## src/rtl/usbd_pkg.sv

```systemverilog
// Shared USB device-side definitions: PID codes, responder state encoding,
// CRC constants and the token CRC5 helper.
package usbd_pkg;

    localparam logic [7:0] PID_IN    = 8'h69;
    localparam logic [7:0] PID_ACK   = 8'hD2;
    localparam logic [7:0] PID_NAK   = 8'h5A;
    localparam logic [7:0] PID_DATA0 = 8'hC3;
    localparam logic [7:0] PID_DATA1 = 8'h4B;

    localparam logic [15:0] CRC16_INIT      = 16'hFFFF;
    localparam logic [15:0] CRC16_RESIDUAL  = 16'hB001;
    localparam logic [15:0] CRC16_POLY_REFL = 16'hA001;
    localparam logic [4:0]  CRC5_INIT       = 5'h1F;
    localparam logic [4:0]  CRC5_RESIDUAL   = 5'h0C;
    localparam logic [4:0]  CRC5_POLY       = 5'h05;

    typedef enum logic [3:0] {
        ST_IDLE,
        ST_SKIP,
        ST_TOK1,
        ST_TOK2,
        ST_TOKEOP,
        ST_NAK,
        ST_TXPID,
        ST_TXDATA,
        ST_TXCRC0,
        ST_TXCRC1,
        ST_WAITHS
    } state_t;

    // Token CRC5 over {endp, addr}, address LSB first on the wire. The result is
    // already complemented and bit-ordered as it sits in token byte 2 bits [7:3].
    function automatic logic [4:0] crc5_field(input logic [10:0] bits);
        logic [4:0] c;
        logic       fb;
        c = CRC5_INIT;
        for (int i = 0; i < 11; i++) begin
            fb = c[4] ^ bits[i];
            c  = {c[3:0], 1'b0};
            if (fb) c = c ^ CRC5_POLY;
        end
        c = ~c;
        return {c[0], c[1], c[2], c[3], c[4]};
    endfunction

endpackage

```

## src/rtl/usbd_crc16.sv

```systemverilog
// Byte-wide USB CRC16 register (reflected 0x8005, init 0xFFFF). The output is
// the raw register; the transmitter sends its complement.
module usbd_crc16
    import usbd_pkg::*;
(
    input  logic        clk,
    input  logic        resetn,
    input  logic        clear,
    input  logic        en,
    input  logic [7:0]  data,
    output logic [15:0] crc
);

    logic [15:0] crc_q;
    logic [15:0] crc_next;

    always_comb begin
        crc_next = crc_q ^ {8'h00, data};
        for (int i = 0; i < 8; i++) begin
            crc_next = crc_next[0] ? ((crc_next >> 1) ^ CRC16_POLY_REFL) : (crc_next >> 1);
        end
    end

    always_ff @(posedge clk or negedge resetn) begin
        if (!resetn) begin
            crc_q <= CRC16_INIT;
        end else if (clear) begin
            crc_q <= CRC16_INIT;
        end else if (en) begin
            crc_q <= crc_next;
        end
    end

    assign crc = crc_q;

endmodule

```

## src/rtl/usbd_hid_report_responder.sv

```systemverilog
// USB HID interrupt-IN responder: answers IN tokens with DATA0/1 + report + CRC16
// or NAK, and retransmits until ACKed. Define USBD_CRC5_CHECK_EN to verify token CRC5.
module usbd_hid_report_responder
    import usbd_pkg::*;
#(
    parameter int C_report_bytes = 8,
    parameter int C_endpoint     = 1,
    parameter int C_hs_timeout   = 400
) (
    input  logic                        clk,
    input  logic                        resetn,
    input  logic [6:0]                  dev_addr,
    input  logic [C_report_bytes*8-1:0] report,
    input  logic                        report_valid,
    output logic                        report_ready,
    input  logic [7:0]                  rx_data,
    input  logic                        rx_valid,
    input  logic                        rx_eop,
    input  logic                        rx_err,
    output logic [7:0]                  tx_data,
    output logic                        tx_valid,
    output logic                        tx_last,
    input  logic                        tx_ready,
    output logic                        toggle,
    output logic                        report_sent
);

    localparam int IDX_W = (C_report_bytes > 1) ? $clog2(C_report_bytes) : 1;
    localparam int TMR_W = (C_hs_timeout > 0) ? $clog2(C_hs_timeout + 1) : 1;
    localparam logic [IDX_W-1:0] LAST_IDX = IDX_W'(C_report_bytes - 1);
    localparam logic [TMR_W-1:0] HS_LOAD  = TMR_W'(C_hs_timeout);
    localparam logic [3:0]       ENDP     = 4'(C_endpoint);

    state_t                      state_q, state_d;
    logic [7:0]                  tok_b1_q, tok_b2_q;
    logic [IDX_W-1:0]            byte_idx_q;
    logic [TMR_W-1:0]            hs_timer_q;
    logic                        toggle_q;
    logic                        pending_q;
    logic                        report_sent_q;
    logic [C_report_bytes*8-1:0] report_buf_q;
    logic [15:0]                 crc;

    logic crc_clear, crc_en, hs_load;
    logic latch_b1, latch_b2, ack_seen;
    logic load_report, receiving;
    logic hit_now, hit_held;

    function automatic logic token_match(input logic [7:0] b1, input logic [7:0] b2,
                                         input logic [6:0] addr);
        logic hit;
        hit = (b1[6:0] == addr) && ({b2[2:0], b1[7]} == ENDP);
`ifdef USBD_CRC5_CHECK_EN
        hit = hit && (b2[7:3] == crc5_field({b2[2:0], b1}));
`endif
        return hit;
    endfunction

    function automatic state_t token_verdict(input logic hit, input logic pend);
        if (!hit) return ST_IDLE;
        return pend ? ST_TXPID : ST_NAK;
    endfunction

    // The last token byte may arrive together with rx_eop, so match it straight off rx_data too.
    assign hit_now     = token_match(tok_b1_q, rx_data, dev_addr);
    assign hit_held    = token_match(tok_b1_q, tok_b2_q, dev_addr);
    assign receiving   = !(state_q inside {ST_NAK, ST_TXPID, ST_TXDATA, ST_TXCRC0, ST_TXCRC1});
    assign load_report = report_valid && report_ready;

    always_comb begin
        // NOTE: every combinational output is defaulted first so no path can infer a latch.
        state_d      = state_q;
        tx_valid     = 1'b0;
        tx_last      = 1'b0;
        tx_data      = 8'h00;
        report_ready = 1'b0;
        crc_clear    = 1'b0;
        crc_en       = 1'b0;
        hs_load      = 1'b0;
        latch_b1     = 1'b0;
        latch_b2     = 1'b0;
        ack_seen     = 1'b0;

        unique case (state_q)
            ST_IDLE: begin
                report_ready = 1'b1;
                if (rx_valid && !rx_eop) state_d = (rx_data == PID_IN) ? ST_TOK1 : ST_SKIP;
            end
            ST_SKIP: begin
                report_ready = 1'b1;
                if (rx_eop) state_d = ST_IDLE;
            end
            ST_TOK1: begin
                report_ready = 1'b1;
                if (rx_eop) begin
                    state_d = ST_IDLE;
                end else if (rx_valid) begin
                    latch_b1 = 1'b1;
                    state_d  = ST_TOK2;
                end
            end
            ST_TOK2: begin
                report_ready = 1'b1;
                if (rx_valid) begin
                    latch_b2 = 1'b1;
                    state_d  = rx_eop ? token_verdict(hit_now, pending_q) : ST_TOKEOP;
                end else if (rx_eop) begin
                    state_d = ST_IDLE;
                end
            end
            ST_TOKEOP: begin
                report_ready = 1'b1;
                if (rx_eop) begin
                    state_d = rx_valid ? ST_IDLE : token_verdict(hit_held, pending_q);
                end else if (rx_valid) begin
                    state_d = ST_SKIP;
                end
            end
            ST_NAK: begin
                report_ready = 1'b1;
                tx_valid     = 1'b1;
                tx_last      = 1'b1;
                tx_data      = PID_NAK;
                if (tx_ready) state_d = ST_IDLE;
            end
            ST_TXPID: begin
                tx_valid  = 1'b1;
                tx_data   = toggle_q ? PID_DATA1 : PID_DATA0;
                crc_clear = 1'b1;
                if (tx_ready) state_d = ST_TXDATA;
            end
            ST_TXDATA: begin
                tx_valid = 1'b1;
                tx_data  = report_buf_q[byte_idx_q*8 +: 8];
                crc_en   = tx_ready;
                if (tx_ready && (byte_idx_q == LAST_IDX)) state_d = ST_TXCRC0;
            end
            ST_TXCRC0: begin
                tx_valid = 1'b1;
                tx_data  = ~crc[7:0];
                if (tx_ready) state_d = ST_TXCRC1;
            end
            ST_TXCRC1: begin
                tx_valid = 1'b1;
                tx_last  = 1'b1;
                tx_data  = ~crc[15:8];
                if (tx_ready) begin
                    hs_load = 1'b1;
                    state_d = ST_WAITHS;
                end
            end
            ST_WAITHS: begin
                if (rx_valid) begin
                    ack_seen = (rx_data == PID_ACK);
                    state_d  = ST_IDLE;
                end else if (hs_timer_q == '0) begin
                    state_d = ST_IDLE;
                end
            end
            default: state_d = ST_IDLE;
        endcase

        // A PHY error drops whatever packet was being received, including a handshake.
        if (rx_err && receiving) begin
            state_d  = ST_IDLE;
            ack_seen = 1'b0;
            latch_b1 = 1'b0;
            latch_b2 = 1'b0;
        end
    end

    always_ff @(posedge clk or negedge resetn) begin
        if (!resetn) begin
            state_q       <= ST_IDLE;
            tok_b1_q      <= 8'h00;
            tok_b2_q      <= 8'h00;
            byte_idx_q    <= '0;
            hs_timer_q    <= '0;
            toggle_q      <= 1'b0;
            pending_q     <= 1'b0;
            report_sent_q <= 1'b0;
        end else begin
            // NOTE: state uses <= so every flop here samples the pre-edge values.
            state_q       <= state_d;
            report_sent_q <= ack_seen;
            if (latch_b1) tok_b1_q <= rx_data;
            if (latch_b2) tok_b2_q <= rx_data;

            if (crc_clear) begin
                byte_idx_q <= '0;
            end else if (crc_en) begin
                byte_idx_q <= byte_idx_q + 1'b1;
            end

            if (hs_load) begin
                hs_timer_q <= HS_LOAD;
            end else if ((state_q == ST_WAITHS) && (hs_timer_q != '0)) begin
                hs_timer_q <= hs_timer_q - 1'b1;
            end

            // An unacknowledged report stays pending with the same toggle for retransmission.
            if (ack_seen) begin
                toggle_q  <= ~toggle_q;
                pending_q <= 1'b0;
            end else if (load_report) begin
                pending_q <= 1'b1;
            end
        end
    end

    // NOTE: the report buffer is pure data qualified by pending_q, so it carries no reset.
    always_ff @(posedge clk) begin
        if (load_report) report_buf_q <= report;
    end

    usbd_crc16 u_crc16 (
        .clk    (clk),
        .resetn (resetn),
        .clear  (crc_clear),
        .en     (crc_en),
        .data   (tx_data),
        .crc    (crc)
    );

    assign toggle      = toggle_q;
    assign report_sent = report_sent_q;

endmodule

```

## config.mk

```make
export PLATFORM = sky130hd
export DESIGN_NAME = usbd_hid_report_responder
export DESIGN_NICKNAME = d
export VERILOG_FILES = /design/src/rtl/usbd_pkg.sv /design/src/rtl/usbd_crc16.sv /design/src/rtl/usbd_hid_report_responder.sv
export SDC_FILE = /design/constraint.sdc
export NUM_CORES = 1
export LEC_CHECK = 0
export ABC_AREA = 1
export CAP_MARGIN = 20
export CORE_ASPECT_RATIO = 0.7
export CORE_MARGIN = 2
export CORE_UTILIZATION = 40
export CTS_CLUSTER_SIZE = 10
export DETAILED_ROUTE_END_ITERATION = 16
export DONT_BUFFER_PORTS = 1
export SLEW_MARGIN = 20
export SYNTH_ARGS = -nofsm -noshare
export SYNTH_HDL_FRONTEND = slang
export SYNTH_SLANG_ARGS = --single-unit
```

## constraint.sdc

```tcl
create_clock -name clk -period 3.46 [get_ports clk]
set_input_delay 0.865 -clock clk [delete_from_list [all_inputs] [get_ports clk]]
set_output_delay 0.865 -clock clk [all_outputs]
set_load 0.02 [all_outputs]
```

# [Word level (Yosys, flattened, before mapping)]
# Index checks and enable logic that the tools add are counted.
[word_totals] in_bits=86 register_bits=110 out_inout_bits=13 wordCells=134
[classes] n_reduce_logical=20 n_eq_ne=25 addsub=2 n_shift=1 n_mux=64 bitwise=12
[op_table] op="two-way mux 16 bit" n=10
[op_table] op="two-way mux 4 bit" n=21
[op_table] op="variable part select 64 x 7 -> 8 bit" n=1
[op_table] op="one-hot mux 4 bit (11 select lines)" n=1
[op_table] op="one-hot mux 8 bit (5 select lines)" n=1
[op_table] op="two-way mux 1 bit" n=24
[op_table] op="inverter 2 -> 3 bit" n=8
[op_table] op="two-way mux 9 bit" n=2
[op_table] op="equality test 4 x 3 -> 1 bit, second input constant" n=4
[op_table] op="inverter 8 bit" n=2
[op_table] op="bitwise XOR 16 x 8 -> 16 bit" n=1
[op_table] op="equality test 4 x 1 -> 1 bit, second input constant" n=3
[op_table] op="equality test 4 bit, second input constant" n=3
[op_table] op="!= test 3 x 2 -> 1 bit, second input constant" n=4
[op_table] op="!= test 4 bit, second input constant" n=3
[op_table] op="zero test 9 bit" n=1
[op_table] op="AND reduction 9 bit" n=1
[op_table] op="nonzero test 9 bit" n=1
[op_table] op="subtractor 9 x 1 -> 9 bit, second input constant" n=1
[op_table] op="equality test 4 x 2 -> 1 bit, second input constant" n=2
[op_table] op="equality test 8 x 7 -> 1 bit, second input constant" n=1
[op_table] op="equality test 8 bit, second input constant" n=1
[op_table] op="two-way mux 8 bit" n=1
[op_table] op="equality test 7 bit" n=1
[op_table] op="15 further kinds" n=26

# [Longest topological paths before layout]
[depth] word_depth=21 ltp_mapped=21 ltp_nobuf=19

# [By module]
# Synthesis repeated with hierarchy kept, for this count alone.
[hier_totals] cells_unflattened=580 area_unflattened_um2=5691.7
[modules_own_cells] module="usbd_hid_report_responder" cells_each=456 area_each_um2=4619.4 instances=1
[modules_own_cells] module="usbd_crc16" cells_each=124 area_each_um2=1072.3 instances=1

# [Least setup slack after synthesis]
# Ideal clock, no wire load.
[synth_timing] path_type="reg2reg" from="register state_q[2]" to="register report_buf_q[0] (enable)" path_stages_with_launch=3 arrival_time_ps=2480 setup_slack_ps=551 required_time_ps=3031 synth_period_minus_slack_ps=2909 path_cell_list="dfrtp_1 a21oi_1 and2_1"
[synth_between] elab_chain_cells=4 word_cells_on_any_way=9
[synth_rtl] item="from (decl)" line_no="usbd_hid_report_responder.sv:34" text="state_t state_q, state_d;"
[synth_rtl] item="from (signal assigned)" line_no="usbd_hid_report_responder.sv:184" text="state_q <= state_d;"
[synth_rtl] item="equality test 4 x 3 -> 1 bit, or another cell as far along" line_no="usbd_hid_report_responder.sv:84" text="unique case (state_q)"
[synth_rtl] item="OR reduction 6 bit (no source line) (*)"
[synth_rtl] item="two-way mux 1 bit (*)" line_no="usbd_hid_report_responder.sv:84"
[synth_rtl] item="named net report_ready" line_no="usbd_hid_report_responder.sv:15" text="output logic report_ready,"
[synth_rtl] item="logical AND 1 bit (*)" line_no="usbd_hid_report_responder.sv:68" text="assign load_report = report_valid && report_ready;"
[synth_rtl] item="named net load_report" line_no="usbd_hid_report_responder.sv:46" text="logic load_report, receiving;"
[synth_rtl] item="to (signal assigned)" line_no="usbd_hid_report_responder.sv:213" text="if (load_report) report_buf_q <= report;"
[synth_rtl] item="to (decl)" line_no="usbd_hid_report_responder.sv:41" text="logic [C_report_bytes*8-1:0] report_buf_q;"
# The timed path passes the listed nets; every way through them passes the cells marked *.
# A chain may end at the register's enable or synchronous reset.

# [Worst setup path after layout]
[layout_timing] from="register byte_idx_q[0]" to="output port tx_data[7]"
[layout_between] elab_chain_cells=2
[layout_rtl] item="from (decl)" line_no="usbd_hid_report_responder.sv:36" text="logic [IDX_W-1:0] byte_idx_q;"
[layout_rtl] item="from (signal assigned)" line_no="usbd_hid_report_responder.sv:192" text="byte_idx_q <= byte_idx_q + 1'b1;"
[layout_rtl] item="variable part select 64 x 7 -> 8 bit" line_no="usbd_hid_report_responder.sv:134" text="tx_data = report_buf_q[byte_idx_q*8 +: 8];"
[layout_rtl] item="one-hot mux 8 bit (5 select lines)" line_no="usbd_hid_report_responder.sv:84"
[layout_rtl] item="to (decl)" line_no="usbd_hid_report_responder.sv:20" text="output logic [7:0] tx_data,"
# No other way between the ends.

==> results.cfg <==
[run_status]
status = completed

[setup_path]
cp_max_fo = 32
required_time_of_the_worst_setup_path_ps = 2590
worstSetupPathType = reg2out
crit_path_end_kind = output port
setup.worst_path.start_class = flip-flop
arrival_ps = 2210

[timing]
worst_skew_ps = 10.8
finalCritPeriodShare_pct = 88.9
fmaxAchievable_mhz = 325
timing.final.hold_violations = 0
setup-violations-final = 0
max_slew_margin_pct = 61.2
fin_setup_tns_ps = 0
tightest_slew_ps = 582
timing.final.max_slew_violations = 0
rsz_0062_raised_after_global_routing = no
period_needed_ps = 3080

[clock_tree]
cts_setup_buffers = 0
cts-htree-levels = 3
cts_resized = 0
tritoncts.num_buffers = 9
tritoncts = done
cts_sink_cnt = 110
clkSlewWorstSetupHoldPaths_ps = 80
cts_hold_repair.buffers = 0
clock_insertion_delay_worst_skew_ps = 360
cts_root_buf = sky130_fd_sc_hd__clkbuf_16
clock_tree.buffer_depth = 2

[final_layout]
final-seq-area_um2 = 3090
fin_cells = 843
num-fill-cells = 1371
multiInputGateArea_um2 = 2100
finish.instance_area_um2 = 6130
final_stage_net_count = 736
utilization_pct = 44.3
flow.area_growth_from_synthesis_pct = 8.68
mostFrequentLayoutCells = 163 x sky130_fd_sc_hd__nand2_1, 85 x sky130_fd_sc_hd__inv_1, 71 x sky130_fd_sc_hd__nand3_1
final_common_cell = sky130_fd_sc_hd__nand2_1
final_layout_size_suffix_gt1_share_pct = 12.1

[drt]
routed_wl_um = 13500
drt_first_pass_iters = 5
routed_via_density = 5.04
detail_routed_net_length_per_standard_cell_um = 16.0
via_count = 4249
antenna_violating_nets_post_route = 0
initial_detailed_routing_violation_count = 333
drc = 0

[grt]
grt_overflow = 0
antenna_found_initial = 2
first_global_vias = 3926
gr-usage-met1_pct = 27.1
grt.met2_usage_pct = 26.5
pin_count_of_the_biggest_net_entering_global_routing = 66
grt_util_met3_pct = 5.92
global_route_wire_length_before_repair_um = 21300
global_route_total_usage_across_every_layer_pct = 18.6
grt_busiest_layer = met1

[place]
global_placer_s_final_weighted_congestion = 0.934
dpl-instance-area_um2 = 5850
post-dp-hpwl_um = 10100
inst_count_dp = 826
numPortBuffers = 0

[hold_path]
min_path_type = in2async

[synth]
syn_avg_cell_area_um2 = 8.74
ys_async_sr_fraction_pct = 41.8
postSynthNetCount = 734
synth_enable_flop_cells = 64
synthDominantCellAreaShare_pct = 34.1
yosys.cell_types.count = 42
synth-seq-cells = 110
synth.top_cells.by_area = sky130_fd_sc_hd__edfxtp_1 34%, sky130_fd_sc_hd__dfrtp_1 13%, sky130_fd_sc_hd__nand2_1 11%, sky130_fd_sc_hd__dfstp_2 7.5%, sky130_fd_sc_hd__nand3_1 6.3%
yosysTopAreaCell = sky130_fd_sc_hd__edfxtp_1
synth_warnings = 0
syn_inst = 645
post_synth_top_flop = sky130_fd_sc_hd__edfxtp_1
seq_area_frac_synth_pct = 54.8
synth_area_um2 = 5640

[flow_run]
timing.max_cap.violations = 0

[power]
total_power_uw = 3610
worst_ir_drop_vdd_mv = 0.321
power_leakage_uw = 0.00277
power_density_nw_per_um2 = 590

[floorplanning]
die_boundary_height_um = 103
initial_utilization_pct = 40.8
fp.coreArea_um2 = 13800
fp.dieW_um = 146
ios = 99
num_rows = 36
die_footprint_um2 = 15100
==> metal layers <==
| layer | up-vias | share of wire [%] |
|---|---|---|
| met5 | - | 0.096 |
| met3 | 14 | 7.5 |
| met1 | 1975 | 49 |
| met2 | 143 | 42 |
| met4 | 2 | 1.2 |
| li1 | 2115 | - |
==> report_power, final <==
part / switching (uW) / internal (uW)
Clock: 498 / 503
Sequential: 105 / 1660
Combinational: 598 / 252
Total: 1200 / 2410
==> cell usage after synthesis (all sizes together) (5+ instances only) <==
| master | instances |
|---|---|
| inv | 93 |
| dfstp | 16 |
| o22ai | 7 |
| edfxtp | 64 |
| nor2 | 61 |
| a21oi | 16 |
| dfrtp | 30 |
| nand2 | 177 |
| nand3 | 74 |
| o21ai | 49 |
| xor2 | 10 |
| nor3 | 5 |
| buf | 12 |
==> path summary, 6_finish.rpt <==
| check | from | end | slack, ps | cells past startpoint |
|---|---|---|---|---|
| worst min-delay path | resetn | toggle | 190 | 0 |
| worst max register to register | byte_idx_q[0] | u_crc16.crc[0] | 610 | 19 |
| worst max-delay path | byte_idx_q[0] | tx_data[7] | 380 | 5 |
| max in group asynchronous | resetn | u_crc16.crc[5] | 3070 | 0 |
| worst min register to register | hs_timer_q[8] | hs_timer_q[8] | 470 | 2 |
| min in group clk | hs_timer_q[8] | hs_timer_q[8] | 470 | 2 |
==> area by class of cell <==
cell class / count / area share (%)
diodes: 1 / 0.0408
clock buffers: 10 / 3.74
clock inverters: 6 / 0.817
inverters: 94 / 5.80
multi-input cells: 426 / 34.3
flip-flops and latches: 110 / 50.5
well taps: 190 / 3.88
repair buffers: 6 / 0.939
==> worst max-delay path, cell delays in order (launching register included) <==
cell and delay (ps):
sky130_fd_sc_hd__dfrtp_1 590, sky130_fd_sc_hd__inv_4 370, sky130_fd_sc_hd__nor2_1 70, sky130_fd_sc_hd__o22ai_1 300, sky130_fd_sc_hd__o21ai_1 140, sky130_fd_sc_hd__o21ai_2 380
==> through the flow <==
stage	hold slack [ps]	setup slack (ps)
6_report	192	383
5_1_grt	175	188
4_1_cts	179	351
3_5_place_dp	455	655
3_3_place_gp	452	720
2_1_floorplan	436	551
==> flip-flops by register name (all words and copies together), names as in the netlist <==
name          cells
hs_timer_q        9
pending_q         1
u_crc16.crc      16
report_sent       1
tok_b2_q          3
state_q           4
toggle            1
tok_b1_q          8
report_buf_q     64
byte_idx_q        3
==> cell families (layout without fill, tap and decap cells) <==
kind of cell / count (synthesis) / after routing / share of synthesized area, %
xor+xnor: 13 / 13 / 2.15
mux: 2 / 2 / 0.377
other cells: 0 / 1 / 0
flops: 110 / 110 / 54.8
buf+inv: 109 / 116 / 7.88
fa+ha+maj: 3 / 3 / 0.666
simple gates: 326 / 326 / 26.0
compound gates: 82 / 82 / 8.10
Note: power is estimated with default switching activity, not from simulation.
